### config.mk
export PLATFORM = sky130hd
export DESIGN_NAME = ocupacao_ctrl
export DESIGN_NICKNAME = d
export VERILOG_FILES = /design/src/rtl/ocupacao_ctrl.sv
export SDC_FILE = /design/constraint.sdc
export NUM_CORES = 1
export LEC_CHECK = 0
export BUFFER_PORTS_ARGS = -buffer_cell sky130_fd_sc_hd__buf_2
export CAP_MARGIN = 20
export CORE_ASPECT_RATIO = 0.75
export CORE_MARGIN = 2
export CORE_UTILIZATION = 40
export CTS_CLUSTER_SIZE = 30
export DETAILED_ROUTE_END_ITERATION = 8
export SLEW_MARGIN = 30
export SYNTH_ARGS = -nofsm -noshare
export SYNTH_HDL_FRONTEND = slang
export SYNTH_SLANG_ARGS = --single-unit
### constraint.sdc
create_clock -name clk -period 4.1 [get_ports clk]
set_input_delay 0 -clock clk [delete_from_list [all_inputs] [get_ports clk]]
set_output_delay 0 -clock clk [all_outputs]
set_load 0.05 [all_outputs]
### src/rtl/ocupacao_ctrl.sv
// Occupancy state controller for the room indicator (feeds led_rgb.ocupado).
// Raw presence is synchronised and debounced, then drives a three-state
// occupancy FSM with a release hold-off, a blinking warning while the room
// is vacating and a manual force-free command.
module ocupacao_ctrl #(
  parameter int DEBOUNCE_CYCLES = 16,
  parameter int HOLD_CYCLES     = 100,
  parameter int BLINK_HALF      = 5
) (
  input  logic       clk,
  input  logic       rst_n,
  input  logic       presenca,
  input  logic       forcar_livre,
  output logic       ocupado,
  output logic       aviso,
  output logic [1:0] estado,
  output logic       evento_entrada
);

  localparam int DW = (DEBOUNCE_CYCLES > 1) ? $clog2(DEBOUNCE_CYCLES) : 1;
  localparam int HW = (HOLD_CYCLES > 1) ? $clog2(HOLD_CYCLES) : 1;
  localparam int BW = (BLINK_HALF > 1) ? $clog2(BLINK_HALF) : 1;

  localparam logic [DW-1:0] DEB_LAST   = DW'(DEBOUNCE_CYCLES - 1);
  localparam logic [HW-1:0] HOLD_LAST  = HW'(HOLD_CYCLES - 1);
  localparam logic [BW-1:0] BLINK_LAST = BW'(BLINK_HALF - 1);

  // The state register is the estado output, so checkers can bind to it.
  typedef enum logic [1:0] {
    LIVRE      = 2'b00,
    OCUPADO    = 2'b01,
    AGUARDANDO = 2'b10,
    ILEGAL     = 2'b11
  } state_t;

  logic          s1, s2;
  logic          pres_f;
  logic [DW-1:0] deb_cnt;
  logic          inibe;

  state_t        state, state_n;
  logic [HW-1:0] hold_cnt, hold_n;
  logic [BW-1:0] blink_cnt, blink_n;
  logic          fase, fase_n;
  logic          entra;

  // Two-flop synchroniser for the asynchronous sensor input.
  always_ff @(posedge clk or negedge rst_n) begin
    if (!rst_n) begin
      s1 <= 1'b0;
      s2 <= 1'b0;
    end else begin
      s1 <= presenca;
      s2 <= s1;
    end
  end

  // Debounce: pres_f follows s2 only after it has differed for DEBOUNCE_CYCLES edges.
  always_ff @(posedge clk or negedge rst_n) begin
    if (!rst_n) begin
      pres_f  <= 1'b0;
      deb_cnt <= '0;
    end else if (s2 != pres_f) begin
      if (deb_cnt == DEB_LAST) begin
        pres_f  <= s2;
        deb_cnt <= '0;
      end else begin
        deb_cnt <= deb_cnt + 1'b1;
      end
    end else begin
      deb_cnt <= '0;
    end
  end

  // Inhibit after a forced release until presence is seen low again,
  // so the room cannot be re-occupied by the same lingering presence.
  always_ff @(posedge clk or negedge rst_n) begin
    if (!rst_n) begin
      inibe <= 1'b0;
    end else if (forcar_livre) begin
      inibe <= 1'b1;
    end else if (!pres_f) begin
      inibe <= 1'b0;
    end
  end

  // Next-state, hold countdown and blink phase; forcar_livre overrides everything.
  always_comb begin
    state_n = state;
    hold_n  = hold_cnt;
    entra   = 1'b0;
    blink_n = blink_cnt;
    fase_n  = fase;

    case (state)
      LIVRE: begin
        if (pres_f && !inibe) begin
          state_n = OCUPADO;
          entra   = 1'b1;
        end
      end
      OCUPADO: begin
        if (!pres_f) begin
          state_n = AGUARDANDO;
          hold_n  = HOLD_LAST;
        end
      end
      AGUARDANDO: begin
        if (pres_f) begin
          state_n = OCUPADO;
        end else if (hold_cnt == '0) begin
          state_n = LIVRE;
        end else begin
          hold_n = hold_cnt - 1'b1;
        end
      end
      default: state_n = LIVRE;
    endcase

    if (forcar_livre) begin
      state_n = LIVRE;
      hold_n  = '0;
      entra   = 1'b0;
    end

    // Blink restarts with aviso high on every entry into AGUARDANDO.
    if (state_n == AGUARDANDO && state != AGUARDANDO) begin
      blink_n = '0;
      fase_n  = 1'b1;
    end else if (state == AGUARDANDO && state_n == AGUARDANDO) begin
      if (blink_cnt == BLINK_LAST) begin
        blink_n = '0;
        fase_n  = ~fase;
      end else begin
        blink_n = blink_cnt + 1'b1;
      end
    end
  end

  // State, counters and the registered entry pulse.
  always_ff @(posedge clk or negedge rst_n) begin
    if (!rst_n) begin
      state          <= LIVRE;
      hold_cnt       <= '0;
      blink_cnt      <= '0;
      fase           <= 1'b0;
      evento_entrada <= 1'b0;
    end else begin
      state          <= state_n;
      hold_cnt       <= hold_n;
      blink_cnt      <= blink_n;
      fase           <= fase_n;
      evento_entrada <= entra;
    end
  end

  // Moore outputs decoded from the state register.
  always_comb begin
    ocupado = (state == OCUPADO) || (state == AGUARDANDO);
    aviso   = (state == AGUARDANDO) && fase;
    estado  = state;
  end

endmodule

* Yosys cells after proc, flatten, opt, wreduce, memory -nomap -nowiden
Cells that the tools add are included.
Storage, ports and cells: output and inout bits 5, bits of input ports 4, register bits 22
Operators by class: bitwise gates (word level) 1, mux-type cells 24, reductions and logical operators 14, eq/ne operators 11, add/sub/neg operators 3
Operators by type and width (number):
- 2-to-1 mux 7 bit | 4
- case mux 7 bit (2 select lines) | 1
- 2-to-1 mux 2 bit | 5
- 2-to-1 mux 3 bit | 3
- inequality test 3 bit (second input constant) | 3
- 2-to-1 mux 1 bit | 8
- 2-to-1 mux 4 bit | 2
- zero test 7 bit | 1
- subtractor 7 x 1 -> 7 bit (second input constant) | 1
- case mux 2 bit (3 select lines) | 1
- adder 4 x 1 -> 4 bit (second input constant) | 1
- == test 2 bit (second input constant) | 2
- == test 4 bit (second input constant) | 1
- logical AND 1 bit | 4
- inequality test 2 bit (second input constant) | 2
- AND reduction 2 bit | 2
- AND reduction 4 bit | 1
- nonzero test 2 bit | 2
- adder 3 x 1 -> 3 bit (second input constant) | 1
- == test 3 bit (second input constant) | 1
- nonzero test 3 bit | 1
- == test 2 x 1 -> 1 bit (second input constant) | 1
- zero test 2 bit | 1
- zero test 1 bit | 1
- other kinds (3) | 3

* Longest topological paths before layout
depth after elaboration 9, mapped depth 8, mapped depth without buffers 7

* Worst setup path before layout
Ideal clock, no wire load.
kind reg2reg, start point register state[0], in the netlist estado[0], end point register fase, period minus slack after synthesis 2.333 ns, arrival time 2.171 ns, slack 1.767 ns, path buffers 1, required time 3.939 ns, stages on the path, launching flop included 9, path through dfrtp_1 > inv_1 > ha_1 > buf_4 > inv_6 > a311o_1 > a2111oi_4 > and2_4 > a311oi_2
On the way: elaborated cells between the ends (all ways) 17, those cells by class eq/ne: 4; mux: 7; reduce/logical: 6
RTL lines:
- from (decl) | RTL line 41 | state_t state, state_n;
- from (signal assigned) | RTL line 149 | state <= state_n;
- == test 2 bit (tied with other cells) | RTL line 95 | case (state)
- case mux 2 bit (3 select lines) * | RTL line 95
- 2-to-1 mux 2 bit * | RTL line 120 | if (forcar_livre) begin
- net state_n[1] | RTL line 41
- == test 2 bit * | RTL line 127, 130
- logical AND 1 bit (on tied branches) | RTL line 127, 130
- nonzero test 2 bit (no line)
- AND reduction 2 bit (no line)
- to (signal assigned) | RTL line 152 | fase <= fase_n;
- to (decl) | RTL line 44 | logic fase, fase_n;
The timed path passes the listed nets; every way through them passes the cells marked *. A chain may end at the register's enable or synchronous reset.

* Final worst setup path
start point register state[0], in the netlist estado[0], end point register blink_cnt[1]
On the way: elaborated cells between the ends (all ways) 15, those cells by class eq/ne: 4; mux: 7; reduce/logical: 4
RTL lines:
- == test 2 bit (tied with other cells) | RTL line 95
- case mux 2 bit (3 select lines) * | RTL line 95
- 2-to-1 mux 2 bit * | RTL line 120
- net state_n[1] | RTL line 41
- == test 2 bit * | RTL line 127, 130
- logical AND 1 bit (on tied branches) | RTL line 127, 130
- 2-to-1 mux 3 bit or nonzero test 2 bit (tied branches)
- to (signal assigned) | RTL line 151 | blink_cnt <= blink_n;
- to (decl) | RTL line 43 | logic [BW-1:0] blink_cnt, blink_n;
Marks and branches as above.

==> flow_summary.yaml <==
setup_path:
  worstPathRequired_ns: 4.28
  cp-endpoint: "blink_cnt[1]$_DFFE_PN0P_"
  end_kind: "register"
  cp_data_arrival_time_ns: 2.53
  rr_startpoint: "estado[0]$_DFF_PN0_"
  worstReg2RegEnd: "blink_cnt[1]$_DFFE_PN0P_"
  start_kind: "register"
  r2r_cells: 7
  cp-startpoint: "estado[0]$_DFF_PN0_"
  critPathKind: "reg2reg"
  slowest_delay_ns: 0.47
  rrSetupSlack_ns: 1.75
  cp_max_fo: 8
  critical_path.cell_chain: "inv_1, ha_1, inv_6, a311o_1, a2111oi_4, and2_4, mux2i_1"
  cpMaxStageDelayCell: "a2111oi_4"
sta:
  final-hold-violation-count: 0
  setup_tns_ns: 0
  tightest_slew_ns: 0.478
  finalCriticalPeriod_ns: 2.35
  setup_viol: 0
  rsz0062_at_grt: "no"
  slew_headroom_pct: 68.1
  max_freq_mhz: 426
  min_period_over_period_pct: 57.2
  skew_ns: 0.00154
  drv_slew: 0
finish:
  synthToLayoutAreaGrowth_pct: 12.5
  final_layout_size_suffix_gt1_share_pct: 16.0
  final_cell_mix: "22 x dfrtp_1, 10 x inv_1, 10 x nor2_1, 8 x ha_1, 8 x buf_2"
  fin_area_um2: 1330
  layout.nets: 138
  final_common_cell: "dfrtp_1"
  n_antenna_cell: 0
power:
  p_leak_nw: 0.604
  pwr-share-seq_pct: 55.8
  switching_share_pct: 22.1
  p_int_w: 0.000331
  power_frac_comb_pct: 9.2
  power_density_nw_per_um2: 320
  p_clk_share_pct: 35.1
  p_sw_w: 0.0000941
  vdd_ir_drop_max_mv: 0.166
die:
  dieArea_um2: 3410
  start_util_pct: 41.2
  rows: 17
  die_width_um: 66.8
  io_pins: 9
  die_h_um: 51.1
  coreArea_um2: 2870
routing:
  num_vias: 825
  routedWlPerCell_um: 12.9
  wl_mm: 2.10
  ant_nets: 0
  drt_iter0_markers: 15
  drc: 0
  avgViaCountPerCell: 5.06
  dr.pass1.iters: 3
clocking:
  cts_root_buffer: "clkbuf_8"
  numCtsBuffers: 3
  post_cts_buffers: 0
  clk_latency_ns: 0.25
  clk_path_buf_depth: 2
  htreeDepth: 1
  path_clk_slew_ns: 0.07
  cts_tree: "built"
  cts_sinks: 22
  cts_resized: 0
global_route:
  grt_pass1_vias: 849
  grt_max_degree: 23
  track_usage_pct: 15.2
  antenna_found_initial: 0
  grt_pass1_wl_mm: 3.89
  grt_overflow_total: 0
placed_design:
  place_congestion: 0.780
  io_buffers: 8
  dp_hpwl_mm: 1.57
  placed_cell_area_um2: 1260
yosys:
  synth-edff-count: 0
  ys_warn_count: 0
  ys_seq_area_share_pct: 46.5
  synth-async-reset-ratio_pct: 100
  postSynthAreaPerCell_um2: 10.4
  syn-instance-count: 114
  synth_top_flop_cell: "dfrtp_1"
  ys_seq_elements: 22
  synth_fp_nets: 126
  yosys.cell_types.count: 37
  syn_area_um2: 1180
status:
  status: "finished, final reports clean"
min_path:
  min_path_type: "in2reg"
flow_run:
  maxCapViolations: 0
==> routing by layer <==
layer	vias up	GRT usage, %	part of all wire [%]
li1	421	-	-
met1	395	20.3	48
met2	7	24.2	48
met3	2	4.63	2.6
met4	0	4.08	0.81
met5	-	0	0
==> cells by family (layout without fill, tap and decap cells) <==
group / after synthesis / after routing / share of synthesized area [%]
AO/OA/AOI/OAI: 24 / 24 / 16.5
XOR/XNOR: 5 / 5 / 3.70
adder cells (fa/ha/maj): 8 / 8 / 8.46
buffers and inverters: 14 / 25 / 5.18
flip-flops: 22 / 22 / 46.5
multiplexers: 3 / 3 / 2.64
AND/OR/NAND/NOR: 38 / 38 / 17.0
==> registers in the layout, summed over array words and instances (netlist names) <==
signal	cells
hold_cnt	7
deb_cnt	4
pres_f	1
fase	1
s2	1
estado	2
blink_cnt	3
evento_entrada	1
s1	1
inibe	1
==> what timing repair did <==
action	4_1_cts	5_1_grt
hold buffers	2	0
hold endpoints to repair	23	0
endpoints found under the setup margin	0	0
==> cells in the mapped netlist, types with 2 or more instances <==
| cell | instances | share of area (%) |
|---|---|---|
| nor2_1 | 10 | 3.2 |
| dfrtp_1 | 22 | 47 |
| xnor2_1 | 2 | 1.5 |
| a21oi_1 | 6 | 2.5 |
| nor3_1 | 6 | 2.5 |
| nand2_1 | 4 | 1.3 |
| o21ai_0 | 5 | 2.1 |
| clkbuf_1 | 2 | 0.63 |
| mux2i_1 | 2 | 1.7 |
| nor2b_1 | 2 | 1.1 |
| a41oi_1 | 2 | 1.5 |
| inv_1 | 10 | 3.2 |
| a21o_1 | 2 | 1.3 |
| a221oi_1 | 2 | 1.5 |
| nand3_1 | 5 | 2.1 |
| ha_1 | 8 | 8.5 |
| xor2_1 | 3 | 2.2 |
| and2_1 | 2 | 1.1 |
==> metrics by stage <==
step / power, W / hold WS (ns) / std cells / worst slack [ns] / util (%)
3_3_place_gp: 0.000279 / -0.0109 / 157 / 1.86 / 43.7
4_1_cts: 0.000434 / 0.0423 / 163 / 1.75 / 46.4
6_report: 0.000425 / 0.0508 / 163 / 1.75 / 46.4
5_1_grt: 0.000451 / 0.0578 / 163 / 1.56 / 46.4
3_5_place_dp: 0.000280 / 0.00217 / 157 / 1.76 / 43.7
2_1_floorplan: 0.000266 / -0.296 / 114 / 1.77 / -
==> how the worst min path moves through the flow <==
stage | start | cells past startpoint | slack, ns | end
floorplan | rst_n | 0 | -0.30 | blink_cnt[0]$_DFFE_PN0P_
global placement | rst_n | 1 | -0.01 | deb_cnt[1]$_DFF_PN0_
detailed placement | rst_n | 1 | 0.002 | deb_cnt[1]$_DFF_PN0_
CTS | forcar_livre | 2 | 0.04 | hold_cnt[1]$_DFFE_PN0P_
global route | forcar_livre | 2 | 0.06 | hold_cnt[1]$_DFFE_PN0P_
finish | forcar_livre | 2 | 0.05 | hold_cnt[1]$_DFFE_PN0P_
==> layout make-up <==
type | count | area [um^2]
tap | 38 | 47.5
clock buffer | 4 | 55.1
sequential | 22 | 551
multi-input combinational | 78 | 572
fill | 286 | 1540
inverter | 11 | 46.3
timing repair buffer | 10 | 60.1
==> worst max-delay path, delay by kind of cell (launching register included) <==
family / cells / cell delay, ns
flops: 1 / 0.41
fa+ha+maj: 1 / 0.41
buf+inv: 2 / 0.21
compound gates: 2 / 0.83
simple gates: 1 / 0.24
mux: 1 / 0.17
==> power groups by stage <==
stage	Sequential [W]	Clock, W	Combinational, W
after CTS	0.000237	0.000157	0.0000402
after detailed placement	0.000241	0	0.0000382
after floorplan	0.000239	0	0.0000271
after global placement	0.000241	0	0.0000382
after global routing	0.000239	0.000166	0.0000458
final	0.000237	0.000149	0.0000390
No activity file was read; power rests on OpenSTA's default activity.
